==> config.mk <==
export PLATFORM = sky130hd
export DESIGN_NAME = rv_lsu_flat
export DESIGN_NICKNAME = d
export VERILOG_FILES = /design/src/rtl/rv_lsu_pkg.sv /design/src/rtl/rv_lsu_if.sv /design/src/rtl/rv_lsu_lane.sv /design/src/rtl/rv_lsu.sv /design/src/flat_wrapper.sv
export SDC_FILE = /design/constraint.sdc
export NUM_CORES = 1
export LEC_CHECK = 0
export BUFFER_PORTS_ARGS = -buffer_cell sky130_fd_sc_hd__buf_2
export CORE_UTILIZATION = 35
export DETAILED_ROUTE_END_ITERATION = 6
export MAX_ROUTING_LAYER = met4
export PLACE_DENSITY = 0.62
export SLEW_MARGIN = 10
export SYNTH_ARGS = -nofsm -noshare
export SYNTH_HDL_FRONTEND = slang
export SYNTH_SLANG_ARGS = --single-unit
==> constraint.sdc <==
create_clock -name clock -period 9.25 [get_ports clock]
set_clock_uncertainty 0.2 [all_clocks]
set_input_delay 0.4625 -clock clock [delete_from_list [all_inputs] [get_ports clock]]
set_output_delay 0.4625 -clock clock [all_outputs]
set_load 0.03 [all_outputs]
==> src/rtl/rv_lsu_pkg.sv <==
// rv_lsu_pkg: funct3 codes, FSM encoding and lane helpers for the load/store unit
package rv_lsu_pkg;
  localparam logic [2:0] F3_B  = 3'b000;
  localparam logic [2:0] F3_H  = 3'b001;
  localparam logic [2:0] F3_W  = 3'b010;
  localparam logic [2:0] F3_BU = 3'b100;
  localparam logic [2:0] F3_HU = 3'b101;
  typedef enum logic [1:0] {S_IDLE, S_REQ, S_WAIT, S_DONE} state_t;
  function automatic logic bad_access(logic wr, logic [2:0] f3, logic [1:0] a);
    return !(wr ? (f3 inside {F3_B, F3_H, F3_W}) : (f3 inside {F3_B, F3_H, F3_W, F3_BU, F3_HU}))
      || (f3[1:0] == 2'b01 && a[0]) || (f3[1:0] == 2'b10 && a != 2'b00);
  endfunction
  function automatic logic [3:0] store_strb(logic [2:0] f3, logic [1:0] a);
    return f3[1:0] == 2'b00 ? 4'b0001 << a : f3[1:0] == 2'b01 ? 4'b0011 << {a[1], 1'b0} : 4'b1111;
  endfunction
  function automatic logic [31:0] store_data(logic [2:0] f3, logic [31:0] d);
    return f3[1:0] == 2'b00 ? {4{d[7:0]}} : f3[1:0] == 2'b01 ? {2{d[15:0]}} : d;
  endfunction
  // halves shift by 16*addr[1], bytes by 8*addr; words are aligned so shift by 0
  function automatic logic [31:0] load_ext(logic [2:0] f3, logic [1:0] a, logic [31:0] w);
    logic [31:0] s;
    logic sg;
    s = w >> (f3[0] ? {a[1], 4'b0000} : {a, 3'b000});
    sg = ~f3[2] & (f3[0] ? s[15] : s[7]);
    return f3[1] ? w : f3[0] ? {{16{sg}}, s[15:0]} : {{24{sg}}, s[7:0]};
  endfunction
endpackage

==> src/rtl/rv_lsu_if.sv <==
// rv_lsu_if: word-wide data-memory request/response bus
interface rv_lsu_if;
  logic        req_valid;
  logic        req_ready;
  logic [31:0] req_addr;
  logic        req_wr;
  logic [31:0] req_wdata;
  logic [3:0]  req_wstrb;
  logic        resp_valid;
  logic [31:0] resp_data;
  modport master(output req_valid, req_addr, req_wr, req_wdata, req_wstrb, input req_ready, resp_valid, resp_data);
  modport slave(input req_valid, req_addr, req_wr, req_wdata, req_wstrb, output req_ready, resp_valid, resp_data);
endinterface

==> src/rtl/rv_lsu_lane.sv <==
// rv_lsu_lane: store strobe/data replication, access checking and load extraction
module rv_lsu_lane
  import rv_lsu_pkg::*;
(
  input  logic        wr,
  input  logic [2:0]  st_funct3,
  input  logic [1:0]  st_addr,
  input  logic [31:0] st_data,
  input  logic [2:0]  ld_funct3,
  input  logic [1:0]  ld_addr,
  input  logic [31:0] ld_word,
  output logic        bad,
  output logic [3:0]  wstrb,
  output logic [31:0] wdata,
  output logic [31:0] rdata
);
  assign bad   = bad_access(wr, st_funct3, st_addr);
  assign wstrb = wr ? store_strb(st_funct3, st_addr) : 4'b0000;
  assign wdata = store_data(st_funct3, st_data);
  assign rdata = load_ext(ld_funct3, ld_addr, ld_word);
endmodule

==> src/rtl/rv_lsu.sv <==
// rv_lsu: load/store unit running the data-memory handshake for the decoder
module rv_lsu
  import rv_lsu_pkg::*;
#(
  parameter int XLEN = 32,
  parameter int RESP_TIMEOUT = 255
) (
  input  logic            clock,
  input  logic            reset,
  input  logic            io_Mem_rd,
  input  logic            io_Mem_wr_valid,
  input  logic [2:0]      io_funct3,
  input  logic [XLEN-1:0] io_addr,
  input  logic [XLEN-1:0] io_wdata,
  output logic [XLEN-1:0] io_rdata,
  output logic            io_DataMem_rdy,
  output logic            io_fault,
  rv_lsu_if.master        io_dmem
);
  localparam int CW = $clog2(RESP_TIMEOUT + 2);
  state_t state;
  logic wr_q;
  logic [2:0] f3_q;
  logic [1:0] a_q;
  logic [CW-1:0] cnt;
  logic bad, tmo;
  logic [3:0] st_strb;
  logic [31:0] st_data, ld_data;
  rv_lsu_lane u_lane (
    .wr(io_Mem_wr_valid), .st_funct3(io_funct3), .st_addr(io_addr[1:0]), .st_data(io_wdata),
    .ld_funct3(f3_q), .ld_addr(a_q), .ld_word(io_dmem.resp_data),
    .bad(bad), .wstrb(st_strb), .wdata(st_data), .rdata(ld_data)
  );
  assign tmo = (RESP_TIMEOUT != 0) && cnt == CW'(RESP_TIMEOUT - 1);
  always_ff @(posedge clock or posedge reset) begin
    if (reset) begin
      state <= S_IDLE;
      wr_q <= 1'b0;
      f3_q <= 3'b000;
      a_q <= 2'b00;
      cnt <= '0;
      io_rdata <= '0;
      io_DataMem_rdy <= 1'b0;
      io_fault <= 1'b0;
      io_dmem.req_valid <= 1'b0;
      io_dmem.req_addr <= '0;
      io_dmem.req_wr <= 1'b0;
      io_dmem.req_wdata <= '0;
      io_dmem.req_wstrb <= 4'b0000;
    end else begin
      io_DataMem_rdy <= 1'b0;
      io_fault <= 1'b0;
      unique case (state)
        S_IDLE: if (io_Mem_rd | io_Mem_wr_valid) begin
          wr_q <= io_Mem_wr_valid;
          f3_q <= io_funct3;
          a_q <= io_addr[1:0];
          cnt <= '0;
          io_dmem.req_addr <= {io_addr[XLEN-1:2], 2'b00};
          io_dmem.req_wr <= io_Mem_wr_valid;
          io_dmem.req_wdata <= st_data;
          io_dmem.req_wstrb <= st_strb;
          if (bad) begin
            state <= S_DONE;
            io_DataMem_rdy <= 1'b1;
            io_fault <= 1'b1;
            io_rdata <= '0;
          end else begin
            state <= S_REQ;
            io_dmem.req_valid <= 1'b1;
          end
        end
        S_REQ: if (io_dmem.req_ready) begin
          io_dmem.req_valid <= 1'b0;
          cnt <= '0;
          state <= wr_q ? S_DONE : S_WAIT;
          io_DataMem_rdy <= wr_q;
          if (wr_q) io_rdata <= '0;
        end else if (tmo) begin
          io_dmem.req_valid <= 1'b0;
          state <= S_DONE;
          io_DataMem_rdy <= 1'b1;
          io_fault <= 1'b1;
          io_rdata <= '0;
        end else cnt <= cnt + 1'b1;
        S_WAIT: if (io_dmem.resp_valid) begin
          state <= S_DONE;
          io_DataMem_rdy <= 1'b1;
          io_rdata <= ld_data;
        end else if (tmo) begin
          state <= S_DONE;
          io_DataMem_rdy <= 1'b1;
          io_fault <= 1'b1;
          io_rdata <= '0;
        end else cnt <= cnt + 1'b1;
        S_DONE: state <= S_IDLE;
      endcase
    end
  end
endmodule

==> src/flat_wrapper.sv <==
// flat-port wrapper written by rule: the top's interface ports become plain ports
module rv_lsu_flat import rv_lsu_pkg::*;
#(
  parameter int XLEN = 32,
  parameter int RESP_TIMEOUT = 255
)
  (clock, reset, io_Mem_rd, io_Mem_wr_valid, io_funct3, io_addr, io_wdata, io_rdata, io_DataMem_rdy, io_fault, io_dmem_req_valid, io_dmem_req_addr, io_dmem_req_wr, io_dmem_req_wdata, io_dmem_req_wstrb, io_dmem_req_ready, io_dmem_resp_valid, io_dmem_resp_data);
  rv_lsu_if io_dmem_i ();
  input  logic clock;
  input  logic reset;
  input  logic io_Mem_rd;
  input  logic io_Mem_wr_valid;
  input  logic [2:0] io_funct3;
  input  logic [XLEN-1:0] io_addr;
  input  logic [XLEN-1:0] io_wdata;
  output logic [XLEN-1:0] io_rdata;
  output logic io_DataMem_rdy;
  output logic io_fault;
  output wire logic [$bits(io_dmem_i.req_valid)-1:0] io_dmem_req_valid;
  output wire logic [$bits(io_dmem_i.req_addr)-1:0] io_dmem_req_addr;
  output wire logic [$bits(io_dmem_i.req_wr)-1:0] io_dmem_req_wr;
  output wire logic [$bits(io_dmem_i.req_wdata)-1:0] io_dmem_req_wdata;
  output wire logic [$bits(io_dmem_i.req_wstrb)-1:0] io_dmem_req_wstrb;
  input wire logic [$bits(io_dmem_i.req_ready)-1:0] io_dmem_req_ready;
  input wire logic [$bits(io_dmem_i.resp_valid)-1:0] io_dmem_resp_valid;
  input wire logic [$bits(io_dmem_i.resp_data)-1:0] io_dmem_resp_data;
  assign io_dmem_req_valid = io_dmem_i.req_valid;
  assign io_dmem_req_addr = io_dmem_i.req_addr;
  assign io_dmem_req_wr = io_dmem_i.req_wr;
  assign io_dmem_req_wdata = io_dmem_i.req_wdata;
  assign io_dmem_req_wstrb = io_dmem_i.req_wstrb;
  assign io_dmem_i.req_ready = io_dmem_req_ready;
  assign io_dmem_i.resp_valid = io_dmem_resp_valid;
  assign io_dmem_i.resp_data = io_dmem_resp_data;
  rv_lsu #(.XLEN(XLEN), .RESP_TIMEOUT(RESP_TIMEOUT)) u_core (.clock(clock), .reset(reset), .io_Mem_rd(io_Mem_rd), .io_Mem_wr_valid(io_Mem_wr_valid), .io_funct3(io_funct3), .io_addr(io_addr), .io_wdata(io_wdata), .io_rdata(io_rdata), .io_DataMem_rdy(io_DataMem_rdy), .io_fault(io_fault), .io_dmem(io_dmem_i));
endmodule
==> run summary <==
========================================================================================
Critical path type                                                          register to register
Async set-reset flop share out of synthesis                                         1.00
Sequential element share of the synthesized area                                   0.481
Crit end category                                                               register
Die Area                                                                      0.0181 mm2
Number of hold-slack violations in the final timing report                             0
Worst endpoint data arrival time                                                 3.31 ns
Number of DRC violations after detailed routing                                        0
Starting density of the core                                                       0.356
Power Dens Cells                                                              383 mW/mm2
Pwr Total                                                                        3.06 mW
Number of global-route vias before repair                                           5070
Placeable core region                                                         0.0172 mm2
Setup repair after global routing missed its margin                                false
Slew at the pin closest to its max-slew limit                                    1.15 ns
Sum of negative setup slack                                                         0 ns
Max Buffers Root-to-Sink                                                               2
Placed Area                                                                  0.00730 mm2
CTS tree                                                                            done
Mean instance size in the synthesized netlist                                   10.4 um2
Total Routing Usage GR                                                             0.194
Fmax achieved                                                                  0.307 GHz
Placed Cells                                                                         986
H-tree depth reported by CTS                                                           4
Wire length of the first global-routing pass                                    26200 um
Biggest fanout along the worst timing path                                            24
Worst ir drop on vdd                                                              186 uV
Yosys warnings                                                                         0
Total congestion overflow                                                              0
Min Clock Period, post-route                                                     3.26 ns
Post-layout nets                                                                     893
Port Buffers                                                                         206
Mean routed wirelength per cell                                                  16.4 um
Data required time at the worst endpoint                                         9.30 ns
DRT antenna net count                                                                  0
Worst-case setup margin in the final layout                                      5.99 ns
Post-route insts no fill                                                            1019
Total detailed-routing wirelength                                               16700 um
Number of flops mapped to enable cells by yosys                                        0
Final standard cell area without fillers                                     0.00797 mm2
Total half-perimeter wirelength after legalization and detailed placement       11700 um
Cell Rows                                                                             48
Outcome                                                                     finished, final reports clean
Top_reg_cell synth                                                          sky130_fd_sc_hd__dfrtp_1
Worst min-delay path category                                               primary input to register
Antenna violations before repair                                                       0
Leakage dissipation                                                              3.83 nW
Hold Worst Slack                                                               0.0691 ns
Number of search-and-repair iterations in the first detailed-routing pass              5
Antenna Cells                                                                          0
Placement Setup Slack                                                            6.01 ns
Clock sinks                                                                          118
Period Utilization, post-route                                                     0.353
Startpoint type of the worst setup path                                         register
Worst slew margin                                                                  0.232
Commonest cells in the netlist                                              sky130_fd_sc_hd__dfrtp_1, sky130_fd_sc_hd__nand2_1, sky130_fd_sc_hd__mux2_2
Number of cells produced by synthesis                                                592
Distinct cell type count of the synthesized netlist                                   59
Gp weighted congestion                                                             0.830
Post-synthesis instance area                                                 0.00614 mm2
Cells taking the most area after synthesis                                  sky130_fd_sc_hd__dfrtp_1, sky130_fd_sc_hd__mux2_2, sky130_fd_sc_hd__mux2i_1
Portion of synthesized cell area occupied by the leading cell type                 0.481
Violation count after the first detailed-route iteration                             255
Max capacitance violation total                                                        0
Die boundary width                                                                134 um
Count of pins over their slew limit                                                    0
CTS Buf Count                                                                         17
Overall die height                                                                134 um
Largest net degree at the start of global routing                                     94
Via density per instance                                                            5.18
Worst-path clk slew                                                              0.06 ns
Post-CTS setup buffer count                                                            0
DR vias                                                                             5283
Clock latency reported for the late side of the worst-skew pair                  0.42 ns
Clock root buffer master                                                    sky130_fd_sc_hd__clkbuf_16
P&R area growth vs syn                                                             29.8%
Final core utilization                                                             0.462
Cell taking the most area after synthesis                                   sky130_fd_sc_hd__dfrtp_1
Most repeated cell in the gate-level netlist after synthesis                sky130_fd_sc_hd__dfrtp_1
Layout cells sized above 1                                                         0.380
Setup Viol. Count Final                                                                0
Seq cells post-synth                                                                 118
Ports                                                                                209
========================================================================================
-- power breakdown --
group | switching (mW) | internal [mW] | leakage, nW | total (mW)
Clock | 0.252 | 0.488 | 0.321 | 0.739
Combinational | 0.960 | 0.489 | 2.01 | 1.45
Sequential | 0.132 | 0.735 | 1.50 | 0.867
Total | 1.34 | 1.71 | 3.83 | 3.06
-- layout make-up --
class,instances,area (um2)
multi-input cells,403,2880
inverters,28,108
repair buffers,213,1090
well taps,225,282
flip-flops and latches,118,2950
clock inverters,14,220
fillers,1694,9270
clock buffers,18,439
-- per-layer routing --
metal  track usage  vias up  wire length [um]
met5             -        -                 0
met4        0.0543        0               157
met3        0.0526       12              1080
met2         0.294      201              7610
met1         0.256     2540              7830
li1              -     2530                 -
-- path summary, 6_finish.rpt --
| kind | start | end | slack, ns | cells after the start |
|---|---|---|---|---|
| worst max-delay path | u_core.state[0] | u_core.io_rdata[28] | 5.99 | 6 |
| worst min-delay path | io_addr[5] | u_core.io_dmem.req_addr[5] | 0.07 | 2 |
| worst max register to register | u_core.state[0] | u_core.io_rdata[28] | 5.99 | 6 |
| worst min register to register | u_core.io_dmem.req_wstrb[3] | u_core.io_dmem.req_wstrb[3] | 0.27 | 2 |
| max in group asynchronous | reset | u_core.io_dmem.req_wdata[24] | 6.99 | 4 |
| min in group asynchronous | reset | u_core.io_dmem.req_addr[8] | 0.45 | 3 |
-- worst max-delay path: stages, from the launching register on --
cell and delay [ns]:
sky130_fd_sc_hd__dfrtp_1 0.41, sky130_fd_sc_hd__inv_1 0.14, sky130_fd_sc_hd__ha_1 0.31, sky130_fd_sc_hd__or3b_1 0.46, sky130_fd_sc_hd__nand2b_1 0.36, sky130_fd_sc_hd__or3_1 0.95, sky130_fd_sc_hd__o32ai_1 0.24
-- logic make-up (layout without fill, tap and decap cells) --
| group | count (synthesis) | in the layout | share of synthesized area |
|---|---|---|---|
| DFF | 118 | 118 | 0.481 |
| other | 1 | 2 | 0.000611 |
| adders and majority gates | 7 | 7 | 0.0143 |
| muxes | 71 | 71 | 0.124 |
| AOI/OAI and AO/OA | 155 | 155 | 0.188 |
| buffers and inverters | 72 | 273 | 0.0520 |
| and+or+nand+nor | 168 | 168 | 0.140 |
-- flip-flops by register name, indices dropped and copies added, names as in the netlist --
signal                    cells
u_core.io_dmem.req_wdata     32
u_core.io_rdata              32
u_core.io_dmem.req_addr      30
u_core.cnt                    9
u_core.io_dmem.req_wstrb      4
u_core.f3_q                   3
u_core.a_q                    2
u_core.state                  2
u_core.io_DataMem_rdy         1
u_core.io_dmem.req_valid      1
u_core.io_fault               1
u_core.wr_q                   1
-- timing repair --
action,4_1_cts,5_1_grt
resized for setup,0,0
hold buffers,1,0
hold endpoints to repair,42,0
-- placed cells by master, fill, tap and decap left out, drive strengths merged, types with 16 or more instances in the layout --
master	instances
a21oi	25
buf	212
clkbuf	18
dfrtp	118
inv	31
mux2	41
mux2i	30
nand2	68
nand2b	17
nor2	16
nor2b	23
o21ai	38
o32ai	17
No activity file was read; power rests on OpenSTA's default activity.
